--- src/rtl/alu_arbiter.sv ---
// Two-requester front end for a shared combinational ALU (IDLE -> ISSUE -> RESP).
// Define ALU_ARB_TIMEOUT_EN to add the 16-cycle unacknowledged-response watchdog and sticky Timeout flag.
module alu_arbiter #(
    parameter int W   = 8,
    parameter int Ops = 4
) (
    input  logic           Clk,
    input  logic           Reset,
    input  logic           Req_0,
    input  logic           Req_1,
    input  logic [W-1:0]   OpA_0,
    input  logic [W-1:0]   OpA_1,
    input  logic [W-1:0]   OpB_0,
    input  logic [W-1:0]   OpB_1,
    input  logic [Ops-1:0] Op_0,
    input  logic [Ops-1:0] Op_1,
    input  logic           SCIn_0,
    input  logic           SCIn_1,
    input  logic [2:0]     Imm_0,
    input  logic [2:0]     Imm_1,
    output logic           Grant_0,
    output logic           Grant_1,
    output logic           RspValid_0,
    output logic           RspValid_1,
    input  logic           RspAck_0,
    input  logic           RspAck_1,
    output logic [W-1:0]   RspOut,
    output logic           RspZero,
    output logic           RspBit,
    output logic [W-1:0]   InputA,
    output logic [W-1:0]   InputB,
    output logic [Ops-1:0] OP,
    output logic           SC_in,
    output logic [2:0]     imm,
    input  logic [W-1:0]   Out,
    input  logic           Zero,
    input  logic           OutBit,
    output logic           Timeout
);

    typedef enum logic [1:0] {
        IDLE,
        ISSUE,
        RESP
    } state_t;

    state_t         state;
    logic           owner;
    logic           prio;
    logic [W-1:0]   opa_q;
    logic [W-1:0]   opb_q;
    logic [Ops-1:0] op_q;
    logic           sc_q;
    logic [2:0]     imm_q;
    logic           sel_1;
    logic           owner_ack;
    logic           issuing;

    // Requester 1 wins when it is the only one asking, or when both ask and it holds priority.
    assign sel_1     = Req_1 & (~Req_0 | prio);
    assign owner_ack = owner ? RspAck_1 : RspAck_0;
    assign issuing   = Grant_0 | Grant_1;

    // The ALU sees the latched operands only while a grant is up, zero otherwise.
    assign InputA = issuing ? opa_q : '0;
    assign InputB = issuing ? opb_q : '0;
    assign OP     = issuing ? op_q  : '0;
    assign SC_in  = issuing & sc_q;
    assign imm    = issuing ? imm_q : 3'd0;

`ifdef ALU_ARB_TIMEOUT_EN
    logic [3:0] wait_cnt;
    logic       timeout_q;

    assign Timeout = timeout_q;
`else
    assign Timeout = 1'b0;
`endif

    always_ff @(posedge Clk or negedge Reset) begin
        if (!Reset) begin
            state      <= IDLE;
            owner      <= 1'b0;
            prio       <= 1'b0;
            opa_q      <= '0;
            opb_q      <= '0;
            op_q       <= '0;
            sc_q       <= 1'b0;
            imm_q      <= 3'd0;
            Grant_0    <= 1'b0;
            Grant_1    <= 1'b0;
            RspValid_0 <= 1'b0;
            RspValid_1 <= 1'b0;
            RspOut     <= '0;
            RspZero    <= 1'b0;
            RspBit     <= 1'b0;
`ifdef ALU_ARB_TIMEOUT_EN
            wait_cnt   <= 4'd0;
            timeout_q  <= 1'b0;
`endif
        end else begin
            case (state)
                IDLE: begin
                    if (Req_0 | Req_1) begin
                        owner   <= sel_1;
                        opa_q   <= sel_1 ? OpA_1  : OpA_0;
                        opb_q   <= sel_1 ? OpB_1  : OpB_0;
                        op_q    <= sel_1 ? Op_1   : Op_0;
                        sc_q    <= sel_1 ? SCIn_1 : SCIn_0;
                        imm_q   <= sel_1 ? Imm_1  : Imm_0;
                        Grant_0 <= ~sel_1;
                        Grant_1 <= sel_1;
                        state   <= ISSUE;
                    end
                end
                ISSUE: begin
                    Grant_0    <= 1'b0;
                    Grant_1    <= 1'b0;
                    RspOut     <= Out;
                    RspZero    <= Zero;
                    RspBit     <= OutBit;
                    RspValid_0 <= ~owner;
                    RspValid_1 <= owner;
`ifdef ALU_ARB_TIMEOUT_EN
                    wait_cnt   <= 4'd0;
`endif
                    state      <= RESP;
                end
                RESP: begin
                    if (owner_ack) begin
                        RspValid_0 <= 1'b0;
                        RspValid_1 <= 1'b0;
                        prio       <= ~owner;
                        state      <= IDLE;
                    end
`ifdef ALU_ARB_TIMEOUT_EN
                    // The sixteenth unacknowledged cycle abandons the response.
                    else if (wait_cnt == 4'd15) begin
                        RspValid_0 <= 1'b0;
                        RspValid_1 <= 1'b0;
                        prio       <= ~owner;
                        timeout_q  <= 1'b1;
                        state      <= IDLE;
                    end else begin
                        wait_cnt <= wait_cnt + 4'd1;
                    end
`endif
                end
                default: state <= IDLE;
            endcase
        end
    end

endmodule

--- config.mk ---
export PLATFORM = sky130hd
export DESIGN_NAME = alu_arbiter
export DESIGN_NICKNAME = d
export VERILOG_FILES = /design/src/rtl/alu_arbiter.sv
export SDC_FILE = /design/constraint.sdc
export NUM_CORES = 1
export LEC_CHECK = 0
export ABC_AREA = 1
export CAP_MARGIN = 20
export CELL_PAD_IN_SITES_DETAIL_PLACEMENT = 2
export CELL_PAD_IN_SITES_GLOBAL_PLACEMENT = 2
export CORE_UTILIZATION = 23
export CTS_CLUSTER_SIZE = 30
export DETAILED_ROUTE_END_ITERATION = 12
export PLACE_DENSITY = 0.82
export SYNTH_ARGS = -nofsm -noshare
export SYNTH_HDL_FRONTEND = slang
export SYNTH_SLANG_ARGS = --single-unit
--- constraint.sdc ---
create_clock -name Clk -period 3.6 [get_ports Clk]
set_input_delay 1.08 -clock Clk [delete_from_list [all_inputs] [get_ports Clk]]
set_output_delay 1.08 -clock Clk [all_outputs]
set_load 0.1 [all_outputs]
==> results of run 1 <==
-- final timing paths --
path | start | end | slack [ns]
worst min register to register | RspOut[5] | RspOut[5] | 0.48
max in group asynchronous | Reset | RspOut[0] | 2.49
worst max-delay path | Grant_0 | InputB[0] | 0.99
min in group asynchronous | Reset | opa_q[1] | 0.64
worst max register to register | state[1] | opa_q[1] | 1.82
worst min-delay path | RspOut[5] | RspOut[5] | 0.48
-- kinds of logic after synthesis --
family / share of synthesized area, %
DFF: 48.9
other: 0.175
buffers and inverters: 10.2
AOI/OAI and AO/OA: 1.40
and+or+nand+nor: 39.3
-- routing by layer --
metal | vias up | wire, µm
met2 | 73 | 3730
met5 | - | 0
met3 | 5 | 394
met1 | 1094 | 3580
met4 | 0 | 61
li1 | 1065 | -
-- cells in the mapped netlist (all sizes together) --
| cell | instances | share of area (%) |
|---|---|---|
| nand4 | 24 | 7.0 |
| nand2 | 71 | 13 |
| buf | 16 | 4.8 |
| nand3 | 53 | 12 |
| clkbuf | 2 | 0.35 |
| nor2 | 31 | 7.0 |
| dfrtp | 42 | 49 |
| o21ai | 3 | 1.4 |
| conb | 1 | 0.17 |
| inv | 29 | 5.1 |
-- final cells by class --
type                       instances  area (µm²)
sequential                        42        1050
clock inverter                     1        30.0
tap                              108         135
multi-input combinational        183         881
timing repair buffer             105         953
inverter                          29         109
clock buffer                       6        82.6
fill                            1030        5650
-- critical path: cells and delay by family (launching register included) --
| family | cells | cell delay (ns) |
|---|---|---|
| AND/OR/NAND/NOR | 2 | 0.24 |
| buffers and inverters | 2 | 0.55 |
| flip-flops | 1 | 0.43 |
-- stage by stage --
stage	setup TNS (ns)	hold slack (ns)
2_1_floorplan	-2.19	0.453
4_1_cts	0	0.493
3_5_place_dp	0	0.470
3_3_place_gp	0	0.461
5_1_grt	0	0.512
6_report	0	0.481
-- registers in the layout, summed over array words and instances, names as in the netlist --
register and count:
Grant_0 1, Grant_1 1, RspBit 1, RspOut 8, RspValid_0 1, RspValid_1 1
RspZero 1, imm_q 3, op_q 4, opa_q 8, opb_q 8, owner 1
prio 1, sc_q 1, state 2
-- layout by cell type (no fill, tap or decap), drive strengths merged --
cell type / Yosys / routed
conb: 1 / 1
nand4: 24 / 24
nor2: 31 / 31
clkbuf: 2 / 6
bufinv: 0 / 1
o21ai: 3 / 3
dfrtp: 42 / 42
inv: 29 / 29
buf: 16 / 43
nand3: 53 / 53
clkdlybuf4s50: 0 / 62
nand2: 71 / 71
==> flow_summary.yaml, run 1 <==
drt:
  antenna_left: 0
  drc_errors: 0
  via_count: 2237
  routed_wl_mm: 7.76
  routedWlPerCell_um: 16.4
  drt_iter0_drc: 76
  dr.pass1.iters: 4
  viasPerCell: 4.72
min_path:
  hold_depth: 2
  hp-class: "register to register"
timing:
  maxSlewViolCount: 0
  fin_crit_sh_pct: 72.5
  final.setup_skew_ns: 0.00317
  setup_ws_ns: 0.991
  worst_pin_slew_ns: 0.701
  period_needed_ns: 2.61
  worst_slew_margin_rel_pct: 53.2
  rsz0062_at_grt: "false"
  setup_violations: 0
  hold_viol: 0
  max_freq_ghz: 0.383
clock_tree:
  clk_latency_ns: 0.29
  tritoncts: "built"
  cts.sinks: 42
  clockRootBuffer: "clkbuf_8"
  cts_buffers: 5
  htreeDepth: 2
  cts_resized: 0
  post-cts-setup-buffer-count: 0
  clockBufferDepth: 2
  cts_hold_buf: 0
  clk_pin_slew_ns: 0.08
grt:
  met3_usage_pct: 3.19
  grt_util_met2_pct: 29.8
  antenna_found_initial: 0
  grt_max_degree: 43
  grt_pass1_vias: 2514
  grt_pass1_wl_mm: 13.0
  met1_usage_pct: 21.6
  gr-usage-all-layers_pct: 17.0
  overflow: 0
  top_usage_layer: "met2"
critical_path:
  arrival_ns: 1.53
  cp_slowest_cell: "dfrtp_1"
  required_ns: 2.52
  cpMostUsedCell: "buf_4"
  path_cells: "nor2_2, buf_4, nor2_1, buf_4"
  crit_path_max_fanout: 23
  setup.worst_path.class: "register to primary output"
  cpPeakStageDelay_ns: 0.43
  reg2reg_depth: 4
  crit_path_end_kind: "primary output"
  start_kind: "register"
placed_design:
  portBuffers: 101
  dp_cells: 466
  dpl.hpwl_mm: 5.57
  post-place-ws_ns: 0.739
  placed_cell_area_um2: 3110
  gp_congestion: 0.675
floorplanning:
  ios: 103
  die-height_um: 98.6
  rows: 34
  start_util_pct: 24.2
  core-area_um2: 8890
  die-area_um2: 9730
  fp.dieW_um: 98.6
yosys:
  synth.avg_cell_area_um2: 7.90
  ys_seq_area_share_pct: 48.9
  ys_types: 20
  syn_nets: 336
  synth_warnings: 0
  synth_seq_cells: 42
  synth_cells: 272
  synth_area_um2: 2150
flow_run:
  max_cap_violations: 0
final_layout:
  final_core_util_pct: 36.5
  fin_nets: 430
  n_antenna_cell: 0
  drive_above_1_share_pct: 16.9
  stdcell_area_um2: 3240
  area_growth_pct: 50.9
  stdcell_count: 474
status:
  status: "finished, final reports clean"
Power of run 1 is not shown: default switching activity piles up to over one toggle a cycle in this logic, so the estimate is an artifact.
==> run 2, diff against run 1 <==
--- a/config.mk
+++ b/config.mk
@@ -9,10 +9,10 @@
 export CAP_MARGIN = 20
 export CELL_PAD_IN_SITES_DETAIL_PLACEMENT = 2
 export CELL_PAD_IN_SITES_GLOBAL_PLACEMENT = 2
-export CORE_UTILIZATION = 23
+export CORE_UTILIZATION = 22
 export CTS_CLUSTER_SIZE = 30
 export DETAILED_ROUTE_END_ITERATION = 12
-export PLACE_DENSITY = 0.82
+export PLACE_DENSITY = 0.79
 export SYNTH_ARGS = -nofsm -noshare
 export SYNTH_HDL_FRONTEND = slang
 export SYNTH_SLANG_ARGS = --single-unit
==> constraint.sdc (replaced) <==
create_clock -name Clk -period 2.74 [get_ports Clk]
set_input_delay 0.822 -clock Clk [delete_from_list [all_inputs] [get_ports Clk]]
set_output_delay 0.822 -clock Clk [all_outputs]
set_load 0.1 [all_outputs]
==> flow_summary.yaml, run 2 (synthesis gave the netlist of run 1 again) <==
status:
  status: "finished, final reports clean"
critical_path:
  setup.worst_path.start: "Grant_1"
  r2r_end: "imm_q[1]"
  r2r_start: "state[0]"
  crit_path_max_fanout: 12
  crit_path_end_kind: "primary output"
  r2r_slack_ns: 0.97
  reg2reg_depth: 4
  arrival_ns: 1.55
  setup.worst_path.class: "register to primary output"
  start_kind: "register"
  required_ns: 1.92
final_layout:
  reg_top3: "RspOut: 8 flops, opa_q: 8 flops, opb_q: 8 flops"
  area_growth_pct: 75.4
  fin_nets: 433
  fillers: 1063
  multiInputGateArea_um2: 1050
  final_common_cell: "nand2_1"
  drive_above_1_share_pct: 24.9
  final_cell_mix: "68 x nand2_1, 62 x clkdlybuf4s50_1, 53 x nand3_1"
  area.sequential_um2: 1050
  n_antenna_cell: 0
drt:
  antenna_left: 0
  via_count: 2251
  routedWlPerCell_um: 16.2
  drc_errors: 0
  routed_wl_mm: 8.10
  drt_iter0_drc: 81
  viasPerCell: 4.51
  dr.pass1.iters: 5
timing:
  final.setup_skew_ns: 0.00626
  fin_crit_sh_pct: 86.4
  worst_pin_slew_ns: 0.676
  tns_ns: 0
  setup_violations: 0
  max_freq_ghz: 0.422
  whs_ns: 0.485
  hold_viol: 0
  worst_slew_margin_rel_pct: 54.8
  rsz0062_at_grt: "false"
  maxSlewViolCount: 0
  period_needed_ns: 2.37
min_path:
  hp-class: "primary input to async pin"
clock_tree:
  clk_pin_slew_ns: 0.08
  tritoncts: "built"
  clk_latency_ns: 0.29
  clockBufferDepth: 2
  cts_buffers: 5
  cts_hold_buf: 0
  cts.sinks: 42
  clockRootBuffer: "clkbuf_8"
  htreeDepth: 2
  cts_resized: 0
  post-cts-setup-buffer-count: 0
floorplanning:
  die-area_um2: 10200
  rows: 35
  fp.dieW_um: 101
  ios: 103
  core-area_um2: 9370
  start_util_pct: 22.9
  die-height_um: 101
flow_run:
  max_cap_violations: 0
grt:
  gr-usage-all-layers_pct: 17.1
  grt_pass1_vias: 2539
  antenna_found_initial: 0
  overflow: 0
  grt_max_degree: 29
  grt_pass1_wl_mm: 13.3
placed_design:
  gp_congestion: 0.750
  portBuffers: 101
  dpl.hpwl_mm: 6.18
==> run 2: cell count changes in the layout (fill, tap and decap cells not counted) <==
cell | previous run | this run
buf_12 | 1 | 26
nor2_1 | 26 | 2
buf_4 | 41 | 19
nor2_4 | 2 | 23
nor2_2 | 2 | 5
clkinv_2 | 0 | 2
dfrtp_1 | 42 | 40
dfrtp_2 | 0 | 2
clkbuf_8 | 6 | 5
==> run 2: worst max-delay path, cell delays in order (launching register included) <==
cell and delay [ns]:
dfrtp_2 0.44, nor2_4 0.35, buf_12 0.25, nor2_4 0.05, buf_12 0.16
==> run 2: area by class of cell <==
cell class / instances / share of cell area, %
Timing Repair Buffer: 108 / 34.2
Sequential cell: 42 / 28.0
Multi-Input combinational cell: 183 / 27.8
Tap cell: 129 / 4.28
Inverter: 29 / 2.89
Clock buffer: 5 / 1.83
Clock inverter: 3 / 1.06
==> run 2: how the worst max path moves through the flow <==
stage,depth (start not counted),endpoint,slack (ns)
2_1_floorplan,3,InputA[0],0.19
3_3_place_gp,5,opa_q[3],0.48
3_5_place_dp,5,opb_q[7],0.40
4_1_cts,4,imm[0],0.33
5_1_grt,4,imm[0],0.30
6_report,4,imm[0],0.37
==> run 2: routing by layer <==
layer	vias to the layer above	routed length [µm]	GRT usage [%]
li1	1070	-	-
met1	1103	3370	20.7
met2	76	4160	30.5
met3	2	555	4.79
met4	0	15	2.68
met5	-	0	0
==> run 2: metrics by stage <==
stage	utilization [%]	cell area [µm²]	setup slack (ns)	instances
after floorplan	-	2310	0.191	272
after global placement	39.0	3660	0.479	491
after detailed placement	39.0	3660	0.404	491
after CTS	40.2	3770	0.330	499
after global routing	40.2	3770	0.304	499
final	40.2	3770	0.372	499
Power of run 2 is left out for the same reason.
==> run 3, diff against run 2 <==
--- a/config.mk
+++ b/config.mk
@@ -13,6 +13,7 @@
 export CTS_CLUSTER_SIZE = 30
 export DETAILED_ROUTE_END_ITERATION = 12
 export PLACE_DENSITY = 0.79
+export SKIP_CTS_REPAIR_TIMING = 1
 export SYNTH_ARGS = -nofsm -noshare
 export SYNTH_HDL_FRONTEND = slang
 export SYNTH_SLANG_ARGS = --single-unit
==> constraint.sdc (replaced) <==
create_clock -name Clk -period 2.74 [get_ports Clk]
set_input_delay 0.685 -clock Clk [delete_from_list [all_inputs] [get_ports Clk]]
set_output_delay 0.685 -clock Clk [all_outputs]
set_load 0.1 [all_outputs]
==> flow_summary.yaml, run 3 (synthesis gave the netlist of run 1 again) <==
status:
  status: "finished, final reports clean"
timing:
  whs_ns: 0.320
  final.setup_skew_ns: 0.00729
  maxSlewViolCount: 0
  hold_viol: 0
  setup_ws_ns: 0.366
  rsz0062_at_grt: "false"
  tns_ns: 0
  fin_crit_sh_pct: 86.7
  worst_pin_slew_ns: 0.690
  max_freq_ghz: 0.421
  period_needed_ns: 2.37
  worst_slew_margin_rel_pct: 53.8
  setup_violations: 0
critical_path:
  crit_path_end_kind: "primary output"
  setup.worst_path.class: "register to primary output"
  crit_path_max_fanout: 15
  arrival_ns: 1.69
  start_kind: "register"
  required_ns: 2.06
clock_tree:
  clockBufferDepth: 2
  cts.sinks: 42
  clockRootBuffer: "clkbuf_8"
  cts_buffers: 5
  htreeDepth: 2
  clk_latency_ns: 0.31
  clk_pin_slew_ns: 0.09
  tritoncts: "built"
final_layout:
  fin_nets: 431
  fillers: 1053
  final_cell_mix: "68 x nand2_1, 62 x clkdlybuf4s50_1, 53 x nand3_1"
  reg_top3: "RspOut: 8 flops, opa_q: 8 flops, opb_q: 8 flops"
  area_growth_pct: 68.4
  drive_above_1_share_pct: 22.8
  final_common_cell: "nand2_1"
  n_antenna_cell: 0
flow_run:
  max_cap_violations: 0
drt:
  routedWlPerCell_um: 16.0
  via_count: 2267
  viasPerCell: 4.56
  dr.pass1.iters: 4
  drc_errors: 0
  antenna_left: 0
  routed_wl_mm: 7.95
  drt_iter0_drc: 70
floorplanning:
  die-height_um: 101
  start_util_pct: 22.9
  ios: 103
  rows: 35
  die-area_um2: 10200
  fp.dieW_um: 101
  core-area_um2: 9370
placed_design:
  dpl.hpwl_mm: 5.96
  gp_congestion: 0.730
  portBuffers: 101
  post-place-ws_ns: 0.334
grt:
  grt_pass1_wl_mm: 12.8
  grt_pass1_vias: 2435
  gr-usage-all-layers_pct: 16.5
  antenna_found_initial: 0
  grt_max_degree: 29
  overflow: 0
min_path:
  hp-class: "primary input to async pin"
## run 3: cell count changes in the layout (fill, tap and decap cells not counted)
cell	delta
nor2_1	+4
bufinv_16	+1
nor2_4	-1
clkinv_2	-2
buf_4	+10
buf_12	-12
clkbuf_8	+1
dfrtp_2	-2
nor2_2	-3
dfrtp_1	+2
## run 3: metal layers
metal  up-vias  GRT usage, %  wire length [µm]
li1       1068             -                 -
met1      1109          21.1              3480
met5         -             0                 0
met4         0          4.35                71
met3         7          4.58               609
met2        83          27.4              3790
## run 3: final timing paths
kind,endpoint,slack (ns),depth (start not counted),from
setup reg to reg,opa_q[6],1.01,4,state[0]
min in group Clk,RspOut[4],0.49,2,RspOut[4]
hold reg to reg,RspOut[4],0.49,2,RspOut[4]
hold / removal,op_q[1],0.32,1,Reset
setup / recovery,imm[2],0.37,4,Grant_1
max in group asynchronous,opa_q[2],1.71,2,Reset
## run 3: cell type report
class                           count  area (µm²)  share of cell area (%)
Timing Repair Buffer              106        1120                    31.1
Sequential cell                    42        1050                    29.0
Multi-Input combinational cell    183        1030                    28.5
Tap cell                          129         161                    4.46
Inverter                           29         109                    3.01
Clock buffer                        6        82.6                    2.28
Clock inverter                      2        60.1                    1.66
## run 3: worst max-delay path, cell delays in order, from the launching register on
cell	delay (ns)
dfrtp_1	0.44
nor2_4	0.19
buf_4	0.41
nor2_1	0.09
buf_4	0.25
## run 3: through the flow
| stage | util (%) | cells | cell area (µm²) |
|---|---|---|---|
| after global routing | 38.6 | 497 | 3620 |
| after detailed placement | 37.1 | 489 | 3480 |
| final | 38.6 | 497 | 3620 |
| after floorplan | - | 272 | 2290 |
| after CTS | 38.6 | 497 | 3620 |
| after global placement | 37.1 | 489 | 3480 |
Power of run 3 is left out for the same reason.
